--- src/rtl/demux32_1_2.sv ---
// Registered 1-to-2 demultiplexer with independent valid/ready output slots.
// Optional per-side transfer counters are built when DEMUX32_CNT_EN is defined.
module demux32_1_2 #(
    parameter int unsigned WIDTH = 32,
    parameter int unsigned CNT_W = 16
) (
    input  logic             clk,
    input  logic             rst_n,
    input  logic [WIDTH-1:0] I,
    input  logic             I_valid,
    output logic             I_ready,
    input  logic             Sel,
    output logic [WIDTH-1:0] OA,
    output logic             OA_valid,
    input  logic             OA_ready,
    output logic [WIDTH-1:0] OB,
    output logic             OB_valid,
    input  logic             OB_ready,
    output logic [CNT_W-1:0] CNT_A,
    output logic [CNT_W-1:0] CNT_B
);

    logic [WIDTH-1:0] oa_q, oa_d;
    logic [WIDTH-1:0] ob_q, ob_d;
    logic             oa_valid_q, oa_valid_d;
    logic             ob_valid_q, ob_valid_d;
    logic             load_a, load_b;
    logic             drain_a, drain_b;

    // Only the selected slot gates the input, so a stalled idle side never blocks.
    always_comb begin
        I_ready = Sel ? (!ob_valid_q || OB_ready) : (!oa_valid_q || OA_ready);
        load_a  = I_valid && I_ready && !Sel;
        load_b  = I_valid && I_ready &&  Sel;
        drain_a = oa_valid_q && OA_ready;
        drain_b = ob_valid_q && OB_ready;
    end

    always_comb begin
        oa_d       = oa_q;
        ob_d       = ob_q;
        oa_valid_d = load_a || (oa_valid_q && !drain_a);
        ob_valid_d = load_b || (ob_valid_q && !drain_b);
        if (load_a) oa_d = I;
        if (load_b) ob_d = I;
    end

    always_ff @(posedge clk or negedge rst_n) begin
        if (!rst_n) begin
            oa_q       <= '0;
            ob_q       <= '0;
            oa_valid_q <= 1'b0;
            ob_valid_q <= 1'b0;
        end else begin
            oa_q       <= oa_d;
            ob_q       <= ob_d;
            oa_valid_q <= oa_valid_d;
            ob_valid_q <= ob_valid_d;
        end
    end

    always_comb begin
        OA       = oa_q;
        OB       = ob_q;
        OA_valid = oa_valid_q;
        OB_valid = ob_valid_q;
    end

`ifdef DEMUX32_CNT_EN
    logic [CNT_W-1:0] cnt_a_q, cnt_a_d;
    logic [CNT_W-1:0] cnt_b_q, cnt_b_d;

    always_comb begin
        cnt_a_d = cnt_a_q;
        cnt_b_d = cnt_b_q;
        if (drain_a) cnt_a_d = cnt_a_q + CNT_W'(1);
        if (drain_b) cnt_b_d = cnt_b_q + CNT_W'(1);
    end

    always_ff @(posedge clk or negedge rst_n) begin
        if (!rst_n) begin
            cnt_a_q <= '0;
            cnt_b_q <= '0;
        end else begin
            cnt_a_q <= cnt_a_d;
            cnt_b_q <= cnt_b_d;
        end
    end

    always_comb begin
        CNT_A = cnt_a_q;
        CNT_B = cnt_b_q;
    end
`else
    always_comb begin
        CNT_A = '0;
        CNT_B = '0;
    end
`endif

endmodule
--- config.mk ---
export PLATFORM = sky130hd
export DESIGN_NAME = demux32_1_2
export DESIGN_NICKNAME = d
export VERILOG_FILES = /design/src/rtl/demux32_1_2.sv
export SDC_FILE = /design/constraint.sdc
export NUM_CORES = 1
export LEC_CHECK = 0
export CORE_MARGIN = 8
export CORE_UTILIZATION = 38
export CTS_BUF_LIST = sky130_fd_sc_hd__clkbuf_16
export CTS_CLUSTER_SIZE = 20
export DETAILED_ROUTE_END_ITERATION = 16
export PLACE_DENSITY = 0.75
export SYNTH_ARGS = -nofsm -noshare
export SYNTH_HDL_FRONTEND = slang
export SYNTH_SLANG_ARGS = --single-unit
export TNS_END_PERCENT = 5
--- constraint.sdc ---
create_clock -name clk -period 2.3 [get_ports clk]
set_input_delay 0.345 -clock clk [delete_from_list [all_inputs] [get_ports clk]]
set_output_delay 0.345 -clock clk [all_outputs]
set_load 0.01 [all_outputs]
==> Word level (Yosys, flattened, before mapping) <==
Index checks and enable logic that the tools add are counted.
W data, S select, Z words.
{ "totals": {"output_inout_bits": 99, "reg_bits": 66, "in_bits": 38} }
{ "classes": {"mux": 1, "reduce_logical": 16} }
{ "ops": {"columns": ["cell", "count"], "rows": [
  ["$logic_and A1 B1 Y1", 7],
  ["$logic_not A1 Y1", 5],
  ["$logic_or A1 B1 Y1", 4],
  ["$mux W1", 1]
]} }

==> Depth between registers and ports, before layout <==
{ "logic_depth": {"ltp_word": 6, "mapped_depth": 5, "ltp_nobuf": 3} }

==> Worst setup path before layout <==
No wires, ideal clock.
{ "synth_path": {"path_type": "reg-to-reg", "from": "register ob_valid_q (netlist: OB_valid)", "to": "register ob_q[15] (netlist: OB[15])", "setup_ps": 125, "slack_ps": 927, "required_ps": 2175, "stages_incl_launch_ff": 5, "arrival_ps": 1248, "cell_sequence": "dfrtp_1 -> and2b_1 -> nor2_4 -> buf_6 -> mux2_2"} }
{ "synth_via": {"elab_chain_cells": 5} }
{ "synth_rtl": {"columns": ["element", "line_no", "text"], "rows": [
  ["start: declaration", "26", "logic ob_valid_q, ob_valid_d;"],
  ["start signal: assignment", "58", "ob_valid_q <= ob_valid_d;"],
  ["$logic_not A1 Y1", "32", "I_ready = Sel ? (!ob_valid_q || OB_ready) : (!oa_valid_q || OA_ready);"],
  ["$logic_or A1 B1 Y1", "32", null],
  ["$mux W1", "32", null],
  ["$logic_and A1 B1 Y1 (2 in a row)", "34", "load_b = I_valid && I_ready && Sel;"],
  ["end signal: assignment", "51", "ob_q <= '0;"],
  ["end signal: assignment", "56", "ob_q <= ob_d;"],
  ["end: declaration", "24", "logic [WIDTH-1:0] ob_q, ob_d;"]
]} }
Every way passes these cells.
A chain may end at the register's enable or synchronous reset.

==> Final worst setup path <==
{ "layout_path": {"from": "input OB_ready", "to": "output I_ready"} }
{ "layout_via": {"elab_chain_cells": 2} }
{ "layout_rtl": {"columns": ["element", "line_no", "text"], "rows": [
  ["start: declaration", "18", "input logic OB_ready,"],
  ["$logic_or A1 B1 Y1", "32", null],
  ["$mux W1", "32", null],
  ["end: declaration", "11", "output logic I_ready,"]
]} }
Every way passes these cells.

==> run_results.csv <==
group,metric,value,unit
clock_tree,clock-root-buffer,"sky130_fd_sc_hd__clkbuf_16",
die,core_area,7567,um2
placed_design,place_congestion,0.6656,
timing,final_layout_setup_total_negative_slack,0,ns
timing,hold_ws,0.08197,ns
timing,max-slew-margin-rel,51.08,%
hold_path,hp-class,"input pin to async pin",
synth,synthesized_area_fraction_occupied_by_ao_oa_aoi_and_oai_cells,0.1716,%
synth,ys.warnings.count,0,
clock_tree,cts.repair.resized,0,
clock_tree,cts-root-to-sink-buffers,2,
global_routing,grt_remaining_overflow,0,
placed_design,dpl.hpwl,4.613,mm
die,die_width,103.6,um
synth,synth_top_cells_by_area,"sky130_fd_sc_hd__dfrtp_1 (57%), sky130_fd_sc_hd__mux2_4 (15%), sky130_fd_sc_hd__mux2_2 (12%)",
cells_and_area,layout-area-overhead-vs-synth,45.60,%
clock_tree,cts-htree-levels,3,
setup_path,max_stage_delay,0.56,ns
timing,layout_worst_path_cycle_share,91.44,%
synth,synthXorXnorAreaFrac,0,%
route,route.detailed.vias_per_inst,4.209,
die,die_area,10730,um2
clock_tree,clock_buffers_created_by_tritoncts,9,
setup_path,path_common_cell,"sky130_fd_sc_hd__clkdlybuf4s50_1",
setup_path,critical_path.startpoint_type,"input pin",
setup_path,critical_path.slowest_cell,"sky130_fd_sc_hd__clkdlybuf4s50_1",
cells_and_area,fin_cells,397,
clock_tree,cts-hold-fix-buffers,0,
global_routing,via_count_of_the_first_global_routing_pass,1952,
global_routing,grt_usage,12.36,%
clock_tree,tritoncts_num_sinks,66,
route,avgRoutedWirePerCell,16.13,um
die,num_rows,32,
clock_tree,postCtsSetupBuffers,0,
synth,mappedNetlistArea,2917,um2
clock_tree,tritoncts,"done",
run_status,outcome,"complete, no violations",
timing,hold_viol_final,0,
synth,synth_top_family_by_area,"multiplexers",
power,finalPower,3.995,mW
placed_design,placedInstanceArea,3911,um2
setup_path,startpoint,"OB_ready",
placed_design,io_buffer_count,104,
route,route.detailed.drc,0,
synth,syn-instance-count,180,
synth,fraction_of_the_yosys_area_taken_by_sequential_cells,56.63,%
timing,clock.fmax,475.5,MHz
clock_tree,clock_insertion_delay_worst_skew,0.32,ns
synth,area_share_of_the_largest_cell_type_after_synthesis,56.63,%
synth,ys_ff_latch,66,
placed_design,post-place-cells,381,
setup_path,reg2reg_depth,4,
global_routing,maximum_number_of_pins_on_one_net_before_global_route_repair,37,
setup_path,crit-reg2reg-capture,"OB[12]$_DFFE_PN0P_",
synth,mux_contribution_to_synthesized_area,28.57,%
power,power.density_cell_area,940.8,nW/um2
route,totalWireLength,6.405,mm
setup_path,worstSetupEndpoint,"I_ready",
timing,worst_slew_pin_slew,0.7338,ns
synth,synth.lib_cells_used.distinct,16,
synth,yosys.area.top_type,"sky130_fd_sc_hd__dfrtp_1",
timing,final.setup_skew,0.004778,ns
synth,adder_cell_share_of_the_synthesized_area,0,%
route,detailedRoute.firstIterationViolations,31,
cells_and_area,antenna_cells_inserted,0,
global_routing,number_of_antenna_violations_at_the_first_check_in_global_routing,0,
setup_path,setup_slack_reg_to_reg,0.87,ns
power,leakage_dissipation,1.877,nW
clock_tree,clkSlewWorstSetupHoldPaths,0.06,ns
timing,number_of_endpoints_failing_setup_at_the_final_stage,0,
cells_and_area,finalNetCount,328,
cells_and_area,post_route_cells_drive_above_1_share,28.47,%
route,detailedRoute.firstPassIterationCount,3,
route,routed-via-count,1671,
setup_path,timing.setup.critical_path_class,"input pin to primary output",
job,drv_cap,0,
timing,time_the_worst_path_needs_with_i_o_delays_and_setup,2.103,ns
setup_path,worst-endpoint-arrival,1.76,ns
synth,synth_area_per_cell,16.20,um2
route,antenna_violating_nets_post_route,0,
cells_and_area,design_area_final,4247,um2
die,chip_height,103.6,um
setup_path,crit_chain,"clkdlybuf4s50_1 -> and2b_1 -> a21oi_1 -> clkdlybuf4s50_1",
timing,grt_setup_unrepaired,"no",
global_routing,grt_pass1_wl,10.63,mm
die,start_util,38.54,%
die,io-pin-count,137,
power,ir_drop,0.0004331,V
setup_path,cp_data_required_time,1.96,ns
setup_path,critical_path_fanout_max,3,
setup_path,cp-end-kind,"primary output",
synth,synthSimpleGateAreaFrac,2.660,%
setup_path,reg2reg_from,"OB_valid$_DFF_PN0_",
timing,final_max_slew_viol_count,0,
[layout by cell type, fill, tap and decap left out, types with 2 or more instances in the layout]
cell,synthesis,layout
sky130_fd_sc_hd__buf_12,3,3
sky130_fd_sc_hd__bufinv_16,0,3
sky130_fd_sc_hd__clkbuf_16,0,9
sky130_fd_sc_hd__clkdlybuf4s50_1,0,103
sky130_fd_sc_hd__conb_1,1,32
sky130_fd_sc_hd__dfrtp_1,66,66
sky130_fd_sc_hd__inv_1,0,2
sky130_fd_sc_hd__mux2_1,2,2
sky130_fd_sc_hd__mux2_2,32,32
sky130_fd_sc_hd__mux2_4,30,30
sky130_fd_sc_hd__nand2_1,2,2
sky130_fd_sc_hd__nand2b_4,2,2
[final cells by class]
| cell class | instances | area (um2) |
|---|---|---|
| Tap cell | 102 | 127.6 |
| Fill cell | 640 | 3321 |
| Multi-Input combinational cell | 106 | 1036 |
| Clock buffer | 9 | 225.2 |
| Sequential cell | 66 | 1652 |
| Timing Repair Buffer | 107 | 1096 |
| Clock inverter | 7 | 110.1 |
[synthesized netlist by cell type]
cell type,count
sky130_fd_sc_hd__mux2_4,30
sky130_fd_sc_hd__buf_6,4
sky130_fd_sc_hd__nor2b_4,1
sky130_fd_sc_hd__conb_1,1
sky130_fd_sc_hd__dfrtp_1,66
sky130_fd_sc_hd__buf_4,32
sky130_fd_sc_hd__nand2b_4,2
sky130_fd_sc_hd__mux2_1,2
sky130_fd_sc_hd__and2b_1,1
sky130_fd_sc_hd__a21oi_1,1
sky130_fd_sc_hd__nor2_4,1
sky130_fd_sc_hd__buf_12,3
sky130_fd_sc_hd__nand2_1,2
sky130_fd_sc_hd__nand2b_1,1
sky130_fd_sc_hd__nor2_1,1
sky130_fd_sc_hd__mux2_2,32
[flip-flops by register name (all words and copies together) (netlist names)]
name and count:
OA 32, OA_valid 1, OB_valid 1, OB 32
[cell families after synthesis]
family	count (synthesis)
and+or+nand+nor	9
AOI/OAI and AO/OA	1
DFF	66
muxes	64
buffers and inverters	39
other	1
[stage by stage]
| step | util, % | worst slack [ns] |
|---|---|---|
| 6_report | 56.12 | 0.1968 |
| 5_1_grt | 56.12 | 0.1479 |
| 4_1_cts | 56.12 | 0.2007 |
| 3_5_place_dp | 51.69 | 0.2274 |
| 3_3_place_gp | 51.69 | 0.2031 |
| 2_1_floorplan | - | 0.9274 |
[report_power, final]
part	total [mW]	internal [mW]	switching [mW]
sequential	1.48	1.37	0.112
clock	1.52	1.05	0.473
combinational	0.991	0.638	0.353
total	4.00	3.06	0.938
[how the worst min path moves through the flow]
stage               startpoint  cells after the start  slack (ns)            endpoint
floorplan                rst_n                      0        0.05   OA[0]$_DFFE_PN0P_
global placement         rst_n                      1        0.44  OB[17]$_DFFE_PN0P_
detailed placement       rst_n                      1        0.45  OB[17]$_DFFE_PN0P_
CTS                      rst_n                      1        0.11  OB[18]$_DFFE_PN0P_
global route             rst_n                      1        0.13  OB[18]$_DFFE_PN0P_
finish                   rst_n                      1        0.08  OB[18]$_DFFE_PN0P_
[critical path, delay by kind of cell]
family / cells / cell delay (ns)
buffers and inverters: 2 / 1.01
AO/OA/AOI/OAI: 1 / 0.17
AND/OR/NAND/NOR: 1 / 0.22
[layer usage]
metal	wire, um	GRT usage [%]	vias to the layer above
li1	-	-	766
met3	610	6.568	6
met2	3095	19.02	73
met4	70	4.722	0
met1	2628	14.15	826
met5	0	0	-
(Power assumes the default switching activity.)
==> edit 1: new RTL, config.mk and constraints unchanged <==
The option `DEMUX32_CNT_EN` is turned on by a define.
--- a/src/rtl/demux32_1_2.sv
+++ b/src/rtl/demux32_1_2.sv
@@ -2,2 +2,4 @@
 // Optional per-side transfer counters are built when DEMUX32_CNT_EN is defined.
+`define DEMUX32_CNT_EN
+
 module demux32_1_2 #(
Formal check against the unedited RTL: not equivalent (a bounded check fails within 4 cycles, from zero or initial values and one cycle with rst_n low).
==> edit 1 against the original RTL <==
  * First-iteration DRC count increased by 61%
  * Area after synthesis rose by 39%
  * Die area is 33% higher
  * Wire length up 48%
  * Worst hold slack got worse by 0.054 ns
  * Sequential cell count rose by 32
  * Worst setup slack got worse by 0.029 ns
  * Power rose by 31%
  * Design area is 38% higher
  * Sequential power grew 54%
  * Count of clock-buffer cells in the layout stayed put
  * Critical path depth unchanged
  * Synthesized cell count rose by 48%
  * Largest power group is now sequential cells
==> edit 1: results (changes against the original RTL) <==
stage,metric,value,unit,change
outcome,outcome,"finished, final reports clean",,unchanged
yosys,syn_inst,266,,was 180
critical_path,crit_fanout,4,,was 3
finish,num-nets-final,452,,was 328
power,ir_drop,472,uV,was 433 uV
place,dp.cells,537,,was 381
route,first_pass_iters,4,,was 3
clock_tree,clkTransAtPathRegs,0.08,ns,was 0.06 ns
yosys,yosys-top-cells-area,"dfrtp_1 (60%), mux2_4 (11%), mux2_2 (10%)",,"was dfrtp_1 (57%), mux2_4 (15%), mux2_2 (12%)"
route,drtIter0Drc,50,,was 31
route,routedWlPerCell,17.1,um,was 16.1 um
grt,grt_pass1_wl,15.6,mm,was 10.6 mm
critical_path,critPathArrivalTime,1.79,ns,was 1.76 ns
sta,slew_headroom,56.1,%,was 51.1%
sta,skew,0.0111,ns,was 0.00478 ns
grt,gr-usage-all-layers,13.4,%,was 12.4%
place,placed_area,5560,um^2,was 3910 um^2
place,numPortBuffers,136,,was 104
yosys,ys_top_cells_by_count,"dfrtp_1 (98), mux2_2 (37), mux2_4 (30), xnor2_1 (26), nand2_1 (14)",,"was dfrtp_1 (66), buf_4 (32), mux2_2 (32), mux2_4 (30), buf_6 (4)"
grt,grt_max_degree,51,,was 37
critical_path,r2r_slack,0.78,ns,was 0.87 ns
power,leakage,2.50,nW,was 1.88 nW
finish,drive_gt1_share,22.8,%,was 28.5%
place,dpl.hpwl,6.94,mm,was 4.61 mm
critical_path,critPathLaunch,OA_ready,,was OB_ready
clock_tree,root_buffer,clkbuf_16,,unchanged
yosys,synthDistinctLibCells,23,,was 16
grt,grt_pass1_vias,2983,,was 1952
critical_path,max_stage_delay,0.49,ns,was 0.56 ns
yosys,yosysSeqAreaShare,60.5,%,was 56.6%
critical_path,r2r-end,OB[18],,was OB[12]
place,gp_congestion,0.758,,was 0.666
-- edit 1: cell types whose count changed in the layout (fill, tap and decap cells not counted), moves of 4 or more --
cell / delta
nor2_1: +6
nor3_1: +4
nand3_1: +13
xnor2_1: +26
conb_1: -32
clkdlybuf4s50_1: +32
mux2_2: +5
nand2_1: +12
xor2_1: +4
nand4_1: +10
dfrtp_1: +32
buf_4: +4
-- edit 1: power breakdown --
part	total (mW)	switching, mW	internal (mW)
registers	2.28	0.250	2.03
clock network	1.51	0.656	0.852
logic	1.43	0.522	0.906
-- edit 1: per-stage QoR --
stage | hold slack [ns] | setup slack (ns)
after floorplan | 0.0494 | 0.928
after CTS | 0.0549 | 0.158
after global placement | 0.405 | 0.159
after detailed placement | 0.421 | 0.170
final | 0.0282 | 0.168
after global routing | 0.0685 | 0.0903
-- edit 1: cell type report --
| class | count | area [um^2] |
|---|---|---|
| clock inverter | 7 | 75.1 |
| fill | 847 | 4460 |
| tap | 136 | 170 |
| clock buffer | 9 | 225 |
| sequential | 98 | 2450 |
| timing repair buffer | 142 | 1440 |
| multi-input combinational | 157 | 1480 |
| inverter | 4 | 15.0 |
-- edit 1: metal layers --
layer / share of wire, % / track usage, % / vias up
li1: - / - / 1209
met1: 42 / 15.7 / 1334
met2: 48 / 22.3 / 84
met3: 8.7 / 5.38 / 7
met4: 0.67 / 3.79 / 0
met5: 0 / 0 / -
-- edit 1: worst reg2reg max path, delay by kind of cell, from the launching register on --
| family | cells | cell delay [ns] |
|---|---|---|
| buffers and inverters | 1 | 0.31 |
| DFF | 1 | 0.46 |
| muxes | 1 | 0.34 |
| and+or+nand+nor | 2 | 0.29 |
-- edit 1: worst min path at each step --
stage	start	endpoint	slack [ns]	cells past startpoint
finish	rst_n	CNT_B[8]	0.03	1
global route	rst_n	CNT_B[10]	0.07	1
CTS	rst_n	CNT_B[10]	0.05	1
floorplan	rst_n	CNT_A[0]	0.05	0
detailed placement	rst_n	CNT_B[10]	0.42	1
global placement	rst_n	CNT_B[8]	0.40	1
-- edit 1: logic make-up after synthesis --
| kind of cell | after synthesis | share of synthesized area, % |
|---|---|---|
| muxes | 67 | 21.4 |
| DFF | 98 | 60.5 |
| adders and majority gates | 2 | 0.617 |
| and+or+nand+nor | 58 | 8.06 |
| xor gates and xnor gates | 30 | 6.48 |
| buffers and inverters | 11 | 2.96 |
==> edit 2: new RTL, same flow settings <==
Without the edit above. `oa_q` and `ob_q` no longer have a reset.
--- a/src/rtl/demux32_1_2.sv
+++ b/src/rtl/demux32_1_2.sv
@@ -49,4 +49,2 @@
         if (!rst_n) begin
-            oa_q       <= '0;
-            ob_q       <= '0;
             oa_valid_q <= 1'b0;
@@ -54,4 +52,2 @@
         end else begin
-            oa_q       <= oa_d;
-            ob_q       <= ob_d;
             oa_valid_q <= oa_valid_d;
@@ -59,2 +55,7 @@
         end
+    end
+
+    always_ff @(posedge clk) begin
+        oa_q <= oa_d;
+        ob_q <= ob_d;
     end
Formal check against the unedited RTL: not equivalent (Yosys sat finds a counterexample within 4 cycles, from zero or initial values and one cycle with rst_n low).
==> edit 2 against the original RTL <==
  * Die area is 18% lower
  * Sequential cell count did not move
  * Global-route usage is 1.1 points lower
  * Cell count decreased by 23%
  * Design area shrank 14%
  * Wire length decreased by 22%
  * Worst setup slack gained 0.15 ns
  * Non-clock buffer count down 1
  * Area after synthesis is 22% lower
Power is not compared: it rests on default switching activity, and its combinational part moved more than twofold at a synthesized area within 25%.
==> edit 2: results (changes against the original RTL) <==
stage,metric,value,unit,change
place,dpl.hpwl,3.94,mm,was 4.61 mm
grt,grt_pass1_wl,7.18,mm,was 10.6 mm
clock_tree,cts_setup_buffers,0,,unchanged
grt,grt_use_met1,11.2,%,was 14.2%
yosys,yosys-top-cells-area,"edfxtp_1 (84%), buf_4 (11%), dfrtp_1 (2.2%)",,"was dfrtp_1 (57%), mux2_4 (15%), mux2_2 (12%)"
grt,use_met2,19.3,%,was 19.0%
route,first_pass_iters,4,,was 3
yosys,synthDistinctLibCells,14,,was 16
finish,fillers,432,,was 640
yosys,synth-edff-count,64,,was 0
route,wl,5.02,mm,was 6.41 mm
sta,skew,0.00381,ns,was 0.00478 ns
yosys,ys_top_cells_by_count,"edfxtp_1 (64), buf_4 (32), dfrtp_1 (2), inv_1 (2)",,"was dfrtp_1 (66), buf_4 (32), mux2_2 (32), mux2_4 (30), buf_6 (4)"
yosys,avgSynthCellArea,20.8,um^2,was 16.2 um^2
critical_path,critPathArrivalTime,1.61,ns,was 1.76 ns
place,placed_area,3350,um^2,was 3910 um^2
grt,grt_pass1_vias,1347,,was 1952
grt,gr-usage-all-layers,11.2,%,was 12.4%
finish,num-nets-final,264,,was 328
grt,grt_util_met3,4.89,%,was 6.57%
critical_path,crit_fanout,4,,was 3
clock_tree,insertion_delay,0.31,ns,
route,drtIter0Drc,61,,was 31
route,vias,1239,,was 1671
grt,grt_max_degree,33,,was 37
route,vias_per_cell,4.05,,was 4.21
finish,drive_gt1_share,7.36,%,was 28.5%
place,dp.cells,290,,was 381
sta,final_hold_viol_count,0,,unchanged
yosys,async_reset_ff_share,3.03,%,was 100%
outcome,outcome,"finished, final reports clean",,unchanged
place,gp_congestion,0.711,,was 0.666
## edit 2: area by class of cell
class / count / area (um^2) / area share [%]
timing repair buffer: 106 / 1080 / 29.6
multi-input combinational: 41 / 198 / 5.41
clock buffer: 9 / 225 / 6.16
clock inverter: 7 / 78.8 / 2.16
sequential: 66 / 1970 / 53.9
inverter: 2 / 7.51 / 0.205
tap: 75 / 93.8 / 2.57
## edit 2: kinds of logic after synthesis
family / Yosys count / synth area share [%]
AO/OA/AOI/OAI: 3 / 0.821
other: 1 / 0.164
flip-flops: 66 / 86.3
buffers and inverters: 34 / 10.8
AND/OR/NAND/NOR: 6 / 1.92
## edit 2: final timing paths
path / startpoint / endpoint / slack, ns / cells after the start
hold / removal: rst_n / OA_valid / 0.20 / 1
hold reg to reg: OA_valid / OA_valid / 0.61 / 2
max in group asynchronous: rst_n / OB_valid / 1.97 / 1
setup / recovery: Sel / I_ready / 0.34 / 4
setup reg to reg: OA_valid / OA[0] / 1.02 / 2
min in group clk: OA_valid / OA_valid / 0.61 / 2
## edit 2: per-stage QoR
| stage | setup WS, ns | hold WS [ns] |
|---|---|---|
| after global placement | 0.358 | 0.523 |
| after detailed placement | 0.357 | 0.526 |
| after floorplan | 0.471 | 0.0494 |
| after CTS | 0.342 | 0.190 |
| final | 0.345 | 0.201 |
| after global routing | 0.293 | 0.193 |
## edit 2: worst max-delay path: stages
cell	delay (ns)
clkdlybuf4s50_1	0.53
nor3b_1	0.07
a21oi_1	0.11
clkdlybuf4s50_1	0.55
## edit 2: report_power, final
part | internal (mW) | switching (mW)
Sequential | 1.38 | 0.0144
Combinational | 0.148 | 0.121
Clock | 0.927 | 0.427
Total | 2.46 | 0.562
## edit 2: per-layer routing
metal	share of wire [%]	vias to the layer above
met1	37	579
met4	1.5	0
met2	51	84
li1	-	570
met3	11	6
met5	0	-
